### config.mk
export PLATFORM = sky130hd
export DESIGN_NAME = multu_hilo_unit
export DESIGN_NICKNAME = d
export VERILOG_FILES = /design/src/rtl/mul_pkg.sv /design/src/rtl/mul_step.sv /design/src/rtl/multu_hilo_unit.sv
export SDC_FILE = /design/constraint.sdc
export NUM_CORES = 1
export LEC_CHECK = 0
export CAP_MARGIN = 20
export CORE_MARGIN = 8
export CORE_UTILIZATION = 55
export CTS_CLUSTER_SIZE = 10
export DETAILED_ROUTE_END_ITERATION = 7
export GPL_TIMING_DRIVEN = 0
export PLACE_DENSITY_LB_ADDON = 0.15
export SLEW_MARGIN = 15
export SYNTH_ARGS = -nofsm -noshare
export SYNTH_HDL_FRONTEND = slang
export SYNTH_HIERARCHICAL = 1
export SYNTH_SLANG_ARGS = --single-unit
### constraint.sdc
create_clock -name clk -period 12.35 [get_ports clk]
set_input_delay 2.47 -clock clk [delete_from_list [all_inputs] [get_ports clk]]
set_output_delay 2.47 -clock clk [all_outputs]
set_load 0.05 [all_outputs]
### src/rtl/mul_pkg.sv
// Shared types and constants for the HI/LO multiply unit: default widths,
// FSM state encoding and the MFHI/MFLO read-select codes.
package mul_pkg;

    localparam int unsigned WIDTH = 32;
    localparam int unsigned CNT_W = 6;

    typedef enum logic {
        S_IDLE = 1'b0,
        S_RUN  = 1'b1
    } state_e;

    localparam logic [1:0] SEL_ALU = 2'b00;
    localparam logic [1:0] SEL_HI  = 2'b01;
    localparam logic [1:0] SEL_LO  = 2'b10;

endpackage

### src/rtl/mul_step.sv
// One shift-add iteration of the unsigned multiplier: conditional add of the
// multiplicand into the upper half (with carry), then a 1-bit right shift.
module mul_step #(
    parameter int unsigned WIDTH = 32
) (
    input  logic [2*WIDTH-1:0] prod_i,
    input  logic [WIDTH-1:0]   mcand_i,
    input  logic [WIDTH-1:0]   mplier_i,
    output logic [2*WIDTH-1:0] prod_o,
    output logic [WIDTH-1:0]   mplier_o
);

    logic [WIDTH:0] sum_c;

    always_comb begin
        sum_c    = {1'b0, prod_i[2*WIDTH-1:WIDTH]}
                 + (mplier_i[0] ? {1'b0, mcand_i} : (WIDTH+1)'(0));
        // The carry bit lands in the product MSB after the shift.
        prod_o   = (2*WIDTH)'({sum_c, prod_i[WIDTH-1:0]} >> 1);
        mplier_o = mplier_i >> 1;
    end

endmodule

### src/rtl/multu_hilo_unit.sv
// Multi-cycle MULTU/MADDU unit with architectural HI/LO and MFHI/MFLO read mux.
// Optional MULTU_EARLY_EXIT_EN: stop once the remaining multiplier is zero.
module multu_hilo_unit
    import mul_pkg::*;
#(
    parameter int unsigned WIDTH = mul_pkg::WIDTH,
    parameter int unsigned CNT_W = mul_pkg::CNT_W
) (
    input  logic             clk,
    input  logic             rst,
    input  logic             start,
    input  logic             op_maddu,
    input  logic [WIDTH-1:0] src_a,
    input  logic [WIDTH-1:0] src_b,
    input  logic [1:0]       sel,
    output logic             busy,
    output logic             done,
    output logic [WIDTH-1:0] hi,
    output logic [WIDTH-1:0] lo,
    output logic [WIDTH-1:0] mf_data
);

    state_e               state_q, state_d;
    logic [CNT_W-1:0]     cnt_q, cnt_d;
    logic [WIDTH-1:0]     mcand_q, mcand_d;
    logic [WIDTH-1:0]     mplier_q, mplier_d;
    logic [2*WIDTH-1:0]   prod_q, prod_d;
    logic                 maddu_q, maddu_d;
    logic [WIDTH-1:0]     hi_q, hi_d;
    logic [WIDTH-1:0]     lo_q, lo_d;
    logic                 done_q, done_d;

    logic [2*WIDTH-1:0]   prod_step;
    logic [WIDTH-1:0]     mplier_step;
    logic                 last_c;
    logic [2*WIDTH-1:0]   result_c;

    mul_step #(.WIDTH(WIDTH)) u_step (
        .prod_i   (prod_q),
        .mcand_i  (mcand_q),
        .mplier_i (mplier_q),
        .prod_o   (prod_step),
        .mplier_o (mplier_step)
    );

    // Last-iteration detect and final alignment of the product.
    always_comb begin
`ifdef MULTU_EARLY_EXIT_EN
        last_c   = (cnt_q == CNT_W'(WIDTH-1)) || (mplier_step == '0);
        result_c = prod_step >> (CNT_W'(WIDTH-1) - cnt_q);
`else
        last_c   = (cnt_q == CNT_W'(WIDTH-1));
        result_c = prod_step;
`endif
    end

    always_ff @(posedge clk) begin
        if (rst) begin
            state_q  <= S_IDLE;
            cnt_q    <= '0;
            mcand_q  <= '0;
            mplier_q <= '0;
            prod_q   <= '0;
            maddu_q  <= 1'b0;
            hi_q     <= '0;
            lo_q     <= '0;
            done_q   <= 1'b0;
        end else begin
            state_q  <= state_d;
            cnt_q    <= cnt_d;
            mcand_q  <= mcand_d;
            mplier_q <= mplier_d;
            prod_q   <= prod_d;
            maddu_q  <= maddu_d;
            hi_q     <= hi_d;
            lo_q     <= lo_d;
            done_q   <= done_d;
        end
    end

    always_comb begin
        state_d = state_q;
        case (state_q)
            S_IDLE:  if (start)  state_d = S_RUN;
            S_RUN:   if (last_c) state_d = S_IDLE;
            default: state_d = S_IDLE;
        endcase
    end

    // Datapath updates: operand capture, iteration and HI/LO write-back.
    always_comb begin
        cnt_d    = cnt_q;
        mcand_d  = mcand_q;
        mplier_d = mplier_q;
        prod_d   = prod_q;
        maddu_d  = maddu_q;
        hi_d     = hi_q;
        lo_d     = lo_q;
        done_d   = 1'b0;
        case (state_q)
            S_IDLE: begin
                if (start) begin
                    mcand_d  = src_a;
                    mplier_d = src_b;
                    maddu_d  = op_maddu;
                    prod_d   = '0;
                    cnt_d    = '0;
                end
            end
            S_RUN: begin
                prod_d   = prod_step;
                mplier_d = mplier_step;
                cnt_d    = cnt_q + CNT_W'(1);
                if (last_c) begin
                    {hi_d, lo_d} = maddu_q ? ({hi_q, lo_q} + result_c) : result_c;
                    done_d       = 1'b1;
                end
            end
            default: ;
        endcase
    end

    always_comb begin
        case (sel)
            SEL_HI:  mf_data = hi_q;
            SEL_LO:  mf_data = lo_q;
            default: mf_data = '0;
        endcase
    end

    assign busy = (state_q == S_RUN);
    assign done = done_q;
    assign hi   = hi_q;
    assign lo   = lo_q;

endmodule

After elaboration in Yosys (flattened, before gate mapping)

Cells that the tools add are included.

Memories kept: 0
Word-level logic and storage cells: 33
Bits in registers: 201
Memory bits (writable): 0
Latch bits: 0
Bits in read-only memories: 0
Output and inout port bits: 98

Bitwise operators: 1
Shift operators: 0
Multiply operators: 0
Reductions and logical operators: 3
Div/mod/pow operators: 0
$add $sub $neg: 3
Equal/unequal tests: 4
Muxes and demuxes: 13
$lt $le $gt $ge: 0

Operators with widths:

| cell                                                 | count |
|---|---|
| two-way mux 64 bit                                   | 2 |
| one-hot mux 32 bit (2 select lines)                  | 2 |
| one-hot mux 64 bit (2 select lines)                  | 1 |
| adder 64 bit                                         | 1 |
| two-way mux 32 bit                                   | 2 |
| adder 32 x 33 -> 33 bit                              | 1 |
| one-hot mux 6 bit (2 select lines)                   | 1 |
| adder 6 x 1 -> 6 bit (second input constant)         | 1 |
| equality test 6 x 5 -> 1 bit (second input constant) | 1 |
| two-way mux 6 bit                                    | 1 |
| AND reduction 2 bit                                  | 2 |
| two-way mux 1 bit                                    | 3 |
| equality test 2 x 1 -> 1 bit (second input constant) | 1 |
| equality test 2 bit (second input constant)          | 1 |
| != test 2 bit (second input constant)                | 1 |
| one-hot mux 1 bit (2 select lines)                   | 1 |
| OR reduction 2 bit                                   | 1 |
| inverter 1 bit                                       | 1 |

Depth between registers and ports, before layout

Gate-level depths: netlist of the first run.

Word-level depth: 4
Mapped depth: 22
Gate-level depth less buffers: 20

Cells and area by module

Netlist of the first run, hierarchy kept.

By module, submodules not included:

| module          | cells an instance | instances | area an instance (um^2) |
|---|---|---|---|
| multu_hilo_unit | 1573              | 1         | 12301.8 |
| mul_step        | 328               | 1         | 2431.1 |

Least setup slack after synthesis of the first run

No wires, ideal clock.

Kind: in2out
Start: input sel[1]
End: output mf_data[10]
Path slack: 6.092 ns
Arrival: 3.788 ns
Path buffers: 1
Cell stages on the path: 5
Required time: 9.880 ns
Cell sequence: inv_1 -> ha_1 -> clkbuf_1 -> a22oi_1 -> nor2_1

Longest elaborated chain between the ends: 2
Elaborated cells between the ends (all ways): 3

RTL lines:

| item                                                                | RTL line               | text |
|---|---|---|
| start: declaration                                                  | multu_hilo_unit.sv:15  | `input logic [1:0] sel,` |
| equality test 2 bit or equality test 2 x 1 -> 1 bit (tied branches) | multu_hilo_unit.sv:124 | `case (sel)` |
| one-hot mux 32 bit (2 select lines) (*)                             | multu_hilo_unit.sv:124 |  |
| end: declaration                                                    | multu_hilo_unit.sv:20  | `output logic [WIDTH-1:0] mf_data` |

Mark *: on every way between the ends. The rest lies on a longest branch, timed or not.

Worst setup path after layout of the first run

Start: input sel[0]
End: output mf_data[10]

The elaborated chain is that of the path after synthesis.

==> results.cfg, run 1 <==
[place]
place_area_um2 = 16800
gp_congestion = 0.946
hpwl_mm = 38.8
io_buffers = 166

[route]
drt_pass1_iterations = 5
ant_nets = 0
drt-total-wl_mm = 50.9
viasPerCell = 6.09
wire_per_inst_um = 20.9
drc = 0
drtIter0Drc = 1504
vias = 14834

[sta]
hold_viol = 0
max_slew_margin = 0.318
finalCritPeriodShare = 0.601
finClkSkew_ps = 22.8
rsz0062_at_grt = no
period_minus_slack_ps = 7420
fin_tns_setup_ps = 0
finalSetupViolations = 0
worst_pin_slew_ps = 1020
maxSlewViolCount = 0
max_freq_mhz = 135

[critical_path]
r2r_end = hi[31]$_SDFFE_PP0P_
r2r_start = mplier_q[0]$_SDFFE_PP0P_
worstRegToRegCells = 22
setup.worst_path.end = mf_data[10]
cp-end-kind = primary output
reg2reg_slack_ps = 6580
crit_arrival_ps = 4950
crit_start = sel[0]
cp.required_ps = 9880
critPathLaunchType = primary input
critPathKind = in2out
crit_fanout = 10

[logic_synthesis]
avgSynthCellArea_um2 = 7.75
synthesis.nets = 2067
syn_area_um2 = 14700
syn_inst = 1897
ys_warn_count = 6

[layout]
antennaDiodeCount = 0
syn_to_final_growth_pct = 18.6
fin_nets = 2252
design_area_um2 = 17400
drive_above_1_share = 0.0730

[worst_hold_path]
hold_class = reg2reg

[outcome]
status = finished clean

[floorplanning]
core-area_um2 = 26600
die_x_um = 179
initial_core_util = 0.553
ios = 168
dieArea_um2 = 32200
rows = 60
die_h_um = 179

[clock_network]
cts_tree = done
ctsResizeCount = 0
htreeDepth = 4
postCtsSetupBuffers = 0
hold_buffers = 0
cts_max_path_buffers = 2
clockRootBuffer = clkbuf_16
cts_buffers = 17
clock_latency_ps = 470
clk_pin_slew_worst_paths_ps = 90
cts_num_sinks = 200

[global_route]
gr-usage-all-layers = 0.304
antenna_found_initial = 0
grt_first_pass_wirelength_mm = 79.6
overflow = 0
grt_pass1_vias = 14094
grt_start_max_net_pins = 25

[power]
netSwitchingPower_mw = 0.440
switching_share = 0.304
p_leak_nw = 7.22
clkPwrFrac = 0.431
internal_power_mw = 1.00
combPwrFrac = 0.108
ir_worst_vdd_mv = 0.0838
seqPwrFrac = 0.461
powerDensity_nw_per_um2 = 82.9

[flow_run]
cap_violations = 0
## through the flow
step	hold slack, ps	worst slack, ps	cells	util	power, mW
floorplan	432	6090	1897	-	0.770
global placement	439	5040	2404	0.632	0.831
detailed placement	444	4970	2404	0.632	0.835
CTS	457	4940	2436	0.656	1.45
global route	474	4830	2436	0.656	1.49
finish	456	4930	2436	0.656	1.44
## power groups by stage
stage          combinational [mW]  clock, mW  sequential (mW)
2_1_floorplan              0.0911          0            0.679
6_report                    0.157      0.622            0.666
3_5_place_dp                0.154          0            0.681
4_1_cts                     0.155      0.626            0.666
5_1_grt                     0.169      0.652            0.667
3_3_place_gp                0.151          0            0.680
## critical path: stages
cell and delay (ps):
clkdlybuf4s50_1 430, inv_1 70, ha_1 430, clkbuf_1 430, a22oi_1 150, nor2_1 130
clkdlybuf4s50_1 830
## final cells by class
type | instances | area [um2]
Fill cell | 2457 | 9140
Tap cell | 341 | 427
Multi-Input combinational cell | 1476 | 9550
Clock inverter | 15 | 221
Inverter | 38 | 143
Clock buffer | 17 | 425
Buffer | 183 | 1000
Timing Repair Buffer | 166 | 1660
Sequential cell | 200 | 4000
## layout by cell type (no fill, tap or decap), types with 5 or more instances in the layout
master / instances
a21o_1: 45
buf_4: 65
clkbuf_16: 17
a21oi_1: 259
dfxtp_1: 200
nand3_1: 19
or3_1: 11
buf_1: 13
a31oi_1: 15
inv_12: 5
nor3_1: 16
o21a_1: 8
xor2_1: 37
o31ai_1: 7
and3_1: 12
xnor2_1: 45
and2_1: 35
ha_1: 98
nor2b_1: 12
a21boi_0: 5
a211o_1: 5
clkbuf_1: 90
o211ai_1: 13
o21ai_0: 50
o21bai_1: 18
clkinv_8: 5
inv_1: 38
nor2_1: 258
clkdlybuf4s50_1: 166
a22oi_1: 32
nand4_1: 25
o22ai_1: 10
nor3b_1: 65
o21ai_1: 7
mux2i_1: 71
a211oi_1: 46
nand2_1: 154
## worst min path at each step
stage | startpoint | end | slack, ps | cells after the start
2_1_floorplan | mcand_q[0]$_SDFFE_PP0P_ | mcand_q[0]$_SDFFE_PP0P_ | 430 | 2
3_3_place_gp | mcand_q[15]$_SDFFE_PP0P_ | mcand_q[15]$_SDFFE_PP0P_ | 440 | 2
3_5_place_dp | mcand_q[19]$_SDFFE_PP0P_ | mcand_q[19]$_SDFFE_PP0P_ | 440 | 2
4_1_cts | mcand_q[19]$_SDFFE_PP0P_ | mcand_q[19]$_SDFFE_PP0P_ | 460 | 2
5_1_grt | mcand_q[31]$_SDFFE_PP0P_ | mcand_q[31]$_SDFFE_PP0P_ | 470 | 2
6_report | mcand_q[19]$_SDFFE_PP0P_ | mcand_q[19]$_SDFFE_PP0P_ | 460 | 2
## layer usage
metal / track usage / up-vias / wire length, um
met4: 0.0917 / 0 / 1510
met2: 0.476 / 610 / 22200
met1: 0.416 / 7022 / 23000
met3: 0.0617 / 83 / 4160
met5: 0 / - / 0
li1: - / 7119 / -
## state kept, by name, summed over array words and instances, names as in the netlist, 6 cells and up
signal    cells
prod_q       63
hi           32
mcand_q      32
mplier_q     32
lo           32
cnt_q         6
Note: power is estimated with default switching activity, not from simulation.
==> run 2, diff against run 1 <==
==> constraint.sdc (replaced) <==
create_clock -name clk -period 7.6 [get_ports clk]
set_input_delay 1.52 -clock clk [delete_from_list [all_inputs] [get_ports clk]]
set_output_delay 1.52 -clock clk [all_outputs]
set_load 0.05 [all_outputs]
==> results of run 2 <==
Same layout as run 1 (identical final DEF). Status: finished clean.
Main changes from that run: setup slack after placement 4970 ps -> 2110 ps; setup slack after layout 4930 ps -> 1830 ps; start point of the critical path sel[0] -> mplier_q[0]$_SDFFE_PP0P_; end point of the critical path mf_data[10] -> hi[31]$_SDFFE_PP0P_; register-to-register setup slack 6580 ps -> 1830 ps; total power 1.44 mW -> 2.35 mW; worst IR drop on VDD 0.0838 mV -> 0.136 mV
==> run 3, diff against run 2 <==
==> constraint.sdc (replaced) <==
create_clock -name clk -period 6 [get_ports clk]
set_input_delay 1.2 -clock clk [delete_from_list [all_inputs] [get_ports clk]]
set_output_delay 1.2 -clock clk [all_outputs]
set_load 0.05 [all_outputs]
==> results of run 3 <==
Same layout as run 1 (identical final DEF). Status: finished clean.
Main changes from that run: setup slack after placement 4970 ps -> 513 ps; setup slack after layout 4930 ps -> 231 ps; start point of the critical path sel[0] -> mplier_q[0]$_SDFFE_PP0P_; end point of the critical path mf_data[10] -> hi[31]$_SDFFE_PP0P_; register-to-register setup slack 6580 ps -> 230 ps; total power 1.44 mW -> 2.97 mW; worst IR drop on VDD 0.0838 mV -> 0.172 mV
==> RTL edit 1, RTL diff (settings of run 3) <==
Change the package constant `CNT_W` from 6 to 8.
--- a/src/rtl/mul_pkg.sv
+++ b/src/rtl/mul_pkg.sv
@@ -5,3 +5,3 @@
     localparam int unsigned WIDTH = 32;
-    localparam int unsigned CNT_W = 6;
+    localparam int unsigned CNT_W = 8;
 
Behaviour: no difference found for any inputs over 10 cycles, from zero or initial values and one cycle with rst high; that may be too few to reach the edited logic, so the function may still have changed.
==> RTL edit 1 against run 3 <==
  * Wire length is 0.89% lower
  * Final area increased by 1.1%
  * Total power rose by 8.5%
  * Area after synthesis barely moved
  * First-iteration DRC count fell by 21%
  * Worst setup slack got worse by 0.0097 ns
  * Clock power grew 19%
  * Sequential cell count rose by 2
  * Highest routed layer unchanged
==> RTL edit 1: results (changes against run 3) <==
Max-slew headroom=22.71% (-9.1 points); port bufs=165 (-0.60%); fill count=2393 (-2.6%); met2 wire length=22300 µm (+0.50%); Leakage=7.282 nW (+0.90%); Synthesized Nets=2068 (+0.048%); Worst-Skew Late Latency=0.55 ns (+0.08 ns); met3 routed WL=4283 µm (+3.0%); Crit Path Max Fanout=6 (-4); Worst Skew=0.02455 ns (+0.001746 ns); mean number of vias per cell=6.062 (-0.46%); share of cells above drive strength 1=6.749% (-0.55 points); Max Cap Viol=0 (unchanged); gpl congestion=0.9638 (+1.9%); Overall Global Routing Usage=29.73% (-0.70 points); layout net count=2261 (+0.40%); HPWL Detailed=38990 µm (+0.50%); pin count of the biggest net entering global routing=14 (-44%); VDD IR max=0.2043 mV (+19%); global-route wire length before repair=78470 µm (-1.4%); Slowest-stage cell, CP=fa_1; Clock transition at path regs=0.06 ns (-0.03 ns); Initial DRC Count=1182 (-21%); CTS Buf Count=26 (+9); total wire length=50400 µm (-0.89%); CP max stage delay=0.44 ns (-0.03 ns); Placed Area=0.01679 mm² (about the same); Worst R2R Path Depth=22 (unchanged); top sig layer=met4; vias in the first global route=14090 (-0.028%); Clk. pwr=1.52 mW (+19%); WP data arrival=6.21 ns (+0.06 ns); sw frac=25.16% (-5.3 points); worst hold path cell count=2 (unchanged); CTS H-Tree Depth=1 (-3); Clock Tree Buf Depth=3 (+1); P_seq=1.39 mW; status=finished clean; metal1 wirelength=22470 µm (-2.3%)
==> RTL edit 1: worst register-to-register path, cell delays in order, from the launching register on <==
cell	delay (ns)
dfxtp_1	0.40
and2_1	0.23
ha_1	0.22
fa_1	0.44
a211o_1	0.37
a211oi_2	0.41
o31ai_2	0.20
a21o_1	0.22
a21oi_2	0.18
o21ai_1	0.10
xor2_1	0.30
ha_1	0.37
inv_1	0.13
o21bai_1	0.11
a21oi_2	0.23
a211o_1	0.16
nand3_1	0.11
a2111oi_0	0.43
nor2_1	0.11
a211oi_2	0.34
mux2i_1	0.23
nand2_1	0.07
a32o_1	0.30
==> RTL edit 1: layer usage <==
metal	GRT usage (%)	vias up
met2	47.44	585
met1	40.08	7048
li1	-	7107
met5	0	-
met3	5.625	81
met4	9.170	0
==> RTL edit 1: timing repair <==
action                                  CTS  global route
resized for setup                         0             4
endpoints found under the setup margin    0             1
setup buffers                             0             0
==> RTL edit 1: metrics by stage <==
stage	utilization [%]	instances	power (mW)	worst slack, ns
2_1_floorplan	-	1898	1.601	1.117
3_3_place_gp	63.17	2404	1.722	0.2059
3_5_place_dp	63.20	2404	1.729	0.1243
4_1_cts	66.26	2445	3.244	0.1007
5_1_grt	66.30	2445	3.325	0.008712
6_report	66.30	2445	3.226	0.2215
==> RTL edit 1: cell type report <==
class	instances	share of cell area, %
Buffer	192	5.546
Timing Repair Buffer	165	9.374
Inverter	19	0.4048
Clock inverter	5	0.4900
Tap cell	341	2.422
Clock buffer	36	4.133
Sequential cell	202	22.95
Multi-Input combinational cell	1485	54.68
==> RTL edit 1: final timing paths <==
path | startpoint | end | slack, ns
max | mplier_q[0] | hi[31] | 0.22
min reg2reg | mcand_q[20] | mcand_q[20] | 0.45
max reg2reg | mplier_q[0] | hi[31] | 0.22
min | mcand_q[20] | mcand_q[20] | 0.45
==> RTL edit 2, RTL diff (config.mk and constraints of run 3) <==
Without the edit above. `prod_q` no longer has a reset.
--- a/src/rtl/multu_hilo_unit.sv
+++ b/src/rtl/multu_hilo_unit.sv
@@ -62,3 +62,2 @@
             mplier_q <= '0;
-            prod_q   <= '0;
             maddu_q  <= 1'b0;
@@ -72,3 +71,2 @@
             mplier_q <= mplier_d;
-            prod_q   <= prod_d;
             maddu_q  <= maddu_d;
@@ -78,2 +76,6 @@
         end
+    end
+
+    always_ff @(posedge clk) begin
+        prod_q <= prod_d;
     end
Check against the original RTL: no difference found for any inputs over 10 cycles, from zero or initial values and one cycle with rst high; that may be too few to reach the edited logic, so the function may still have changed.
==> RTL edit 2 against run 3 <==
  * Worst setup slack better by 0.19 ns
  * Count of clock-buffer cells in the layout unchanged
  * Sequential cell count unchanged
  * Total power up 12%
  * Synthesized cell count down 9.2%
  * Wire length down 12%
  * Sequential power up 9%
  * First-iteration DRC count down 31%
  * Via count down 9.2%
  * Sequential share of layout area up 4.1 points
  * Area after synthesis down 2.4%
  * Final area down 1.9%
  * Clock skew up 0.0020 ns
  * Critical path type unchanged
  * Critical endpoint unchanged
  * Largest cell class unchanged
  * Largest power group unchanged
==> RTL edit 2: results (changes against run 3) <==
min-delay src=mcand_q[27]; VDD IR max=0.1635 mV (-5.1%); # diodes=1 (+1); Reg2Reg Setup Slack=0.42 ns (+0.19 ns); multi-input gate share of total cell area=51.08% (-3.7 points); FMAX=179.2 MHz (+3.4%); CP max stage delay=0.52 ns (+0.05 ns); Signal inverters=32 (-16%); fill count=2273 (-7.5%); total wire length=44800 µm (-12%); fraction of cell area in non-clock buffers=14.87% (-0.42 points); gpl congestion=0.9430 (-0.34%); Initial DRC Count=1039 (-31%); Post-Place Setup Slack=0.3458 ns (-0.1670 ns); Overall Global Routing Usage=27.75% (-2.7 points); Clock-cell share=3.761% (+0.050 points); port bufs=165 (-0.60%); Leakage=7.228 nW (+0.15%); Multi-In Gates=1331 (-9.8%); Worst-Skew Late Latency=0.45 ns (-0.02 ns); sequential share of cell area=27.10% (+4.1 points); area of the multi-input gates=0.008736 mm² (-8.5%); met2 wire length=19720 µm (-11%); status=finished clean; metal1 wirelength=20820 µm (-9.4%); share of cells above drive strength 1=7.180% (-0.12 points); bufs w/o clock=327 (-6.3%); met3 routed WL=3231 µm (-22%); Synthesized Nets=1893 (-8.4%); pin count of the biggest net entering global routing=50 (+100%); Worst Skew=0.02485 ns (+0.002050 ns)
[RTL edit 2: stage by stage]
| stage | cells | hold slack (ns) | total power [mW] |
|---|---|---|---|
| 4_1_cts | 2256 | 0.4579 | 3.345 |
| 3_3_place_gp | 2223 | 0.4395 | 2.082 |
| 3_5_place_dp | 2224 | 0.4436 | 2.098 |
| 5_1_grt | 2257 | 0.4688 | 3.467 |
| 6_report | 2258 | 0.4572 | 3.340 |
| 2_1_floorplan | 1723 | 0.4317 | 1.916 |
[RTL edit 2: routing by layer]
metal	vias to the layer above	track usage, %
met5	-	0
met1	6407	38.70
met4	0	8.614
met3	58	3.957
li1	6515	-
met2	488	43.70
[RTL edit 2: power by group through the flow]
| stage | logic [mW] | clock network, mW | registers (mW) |
|---|---|---|---|
| global placement | 0.565 | 0 | 1.52 |
| detailed placement | 0.580 | 0 | 1.52 |
| CTS | 0.583 | 1.27 | 1.49 |
| floorplan | 0.403 | 0 | 1.51 |
| finish | 0.591 | 1.26 | 1.49 |
| global route | 0.645 | 1.33 | 1.49 |
[RTL edit 2: repair_timing]
| action | 4_1_cts | 5_1_grt |
|---|---|---|
| endpoints found under the setup margin | 0 | 1 |
| buffers inserted | 0 | 1 |
| gates resized for setup | 0 | 2 |
| hold endpoints to repair | 0 | 0 |
[RTL edit 2: worst max-delay path, delay by kind of cell (launching register included)]
kind                       cells  cell delay [ns]
AOI/OAI and AO/OA             10             1.95
and+or+nand+nor                6             1.36
buffers and inverters          3             0.67
adders and majority gates      2             0.60
DFF                            1             0.52
xor gates and xnor gates       1             0.17
muxes                          1             0.17
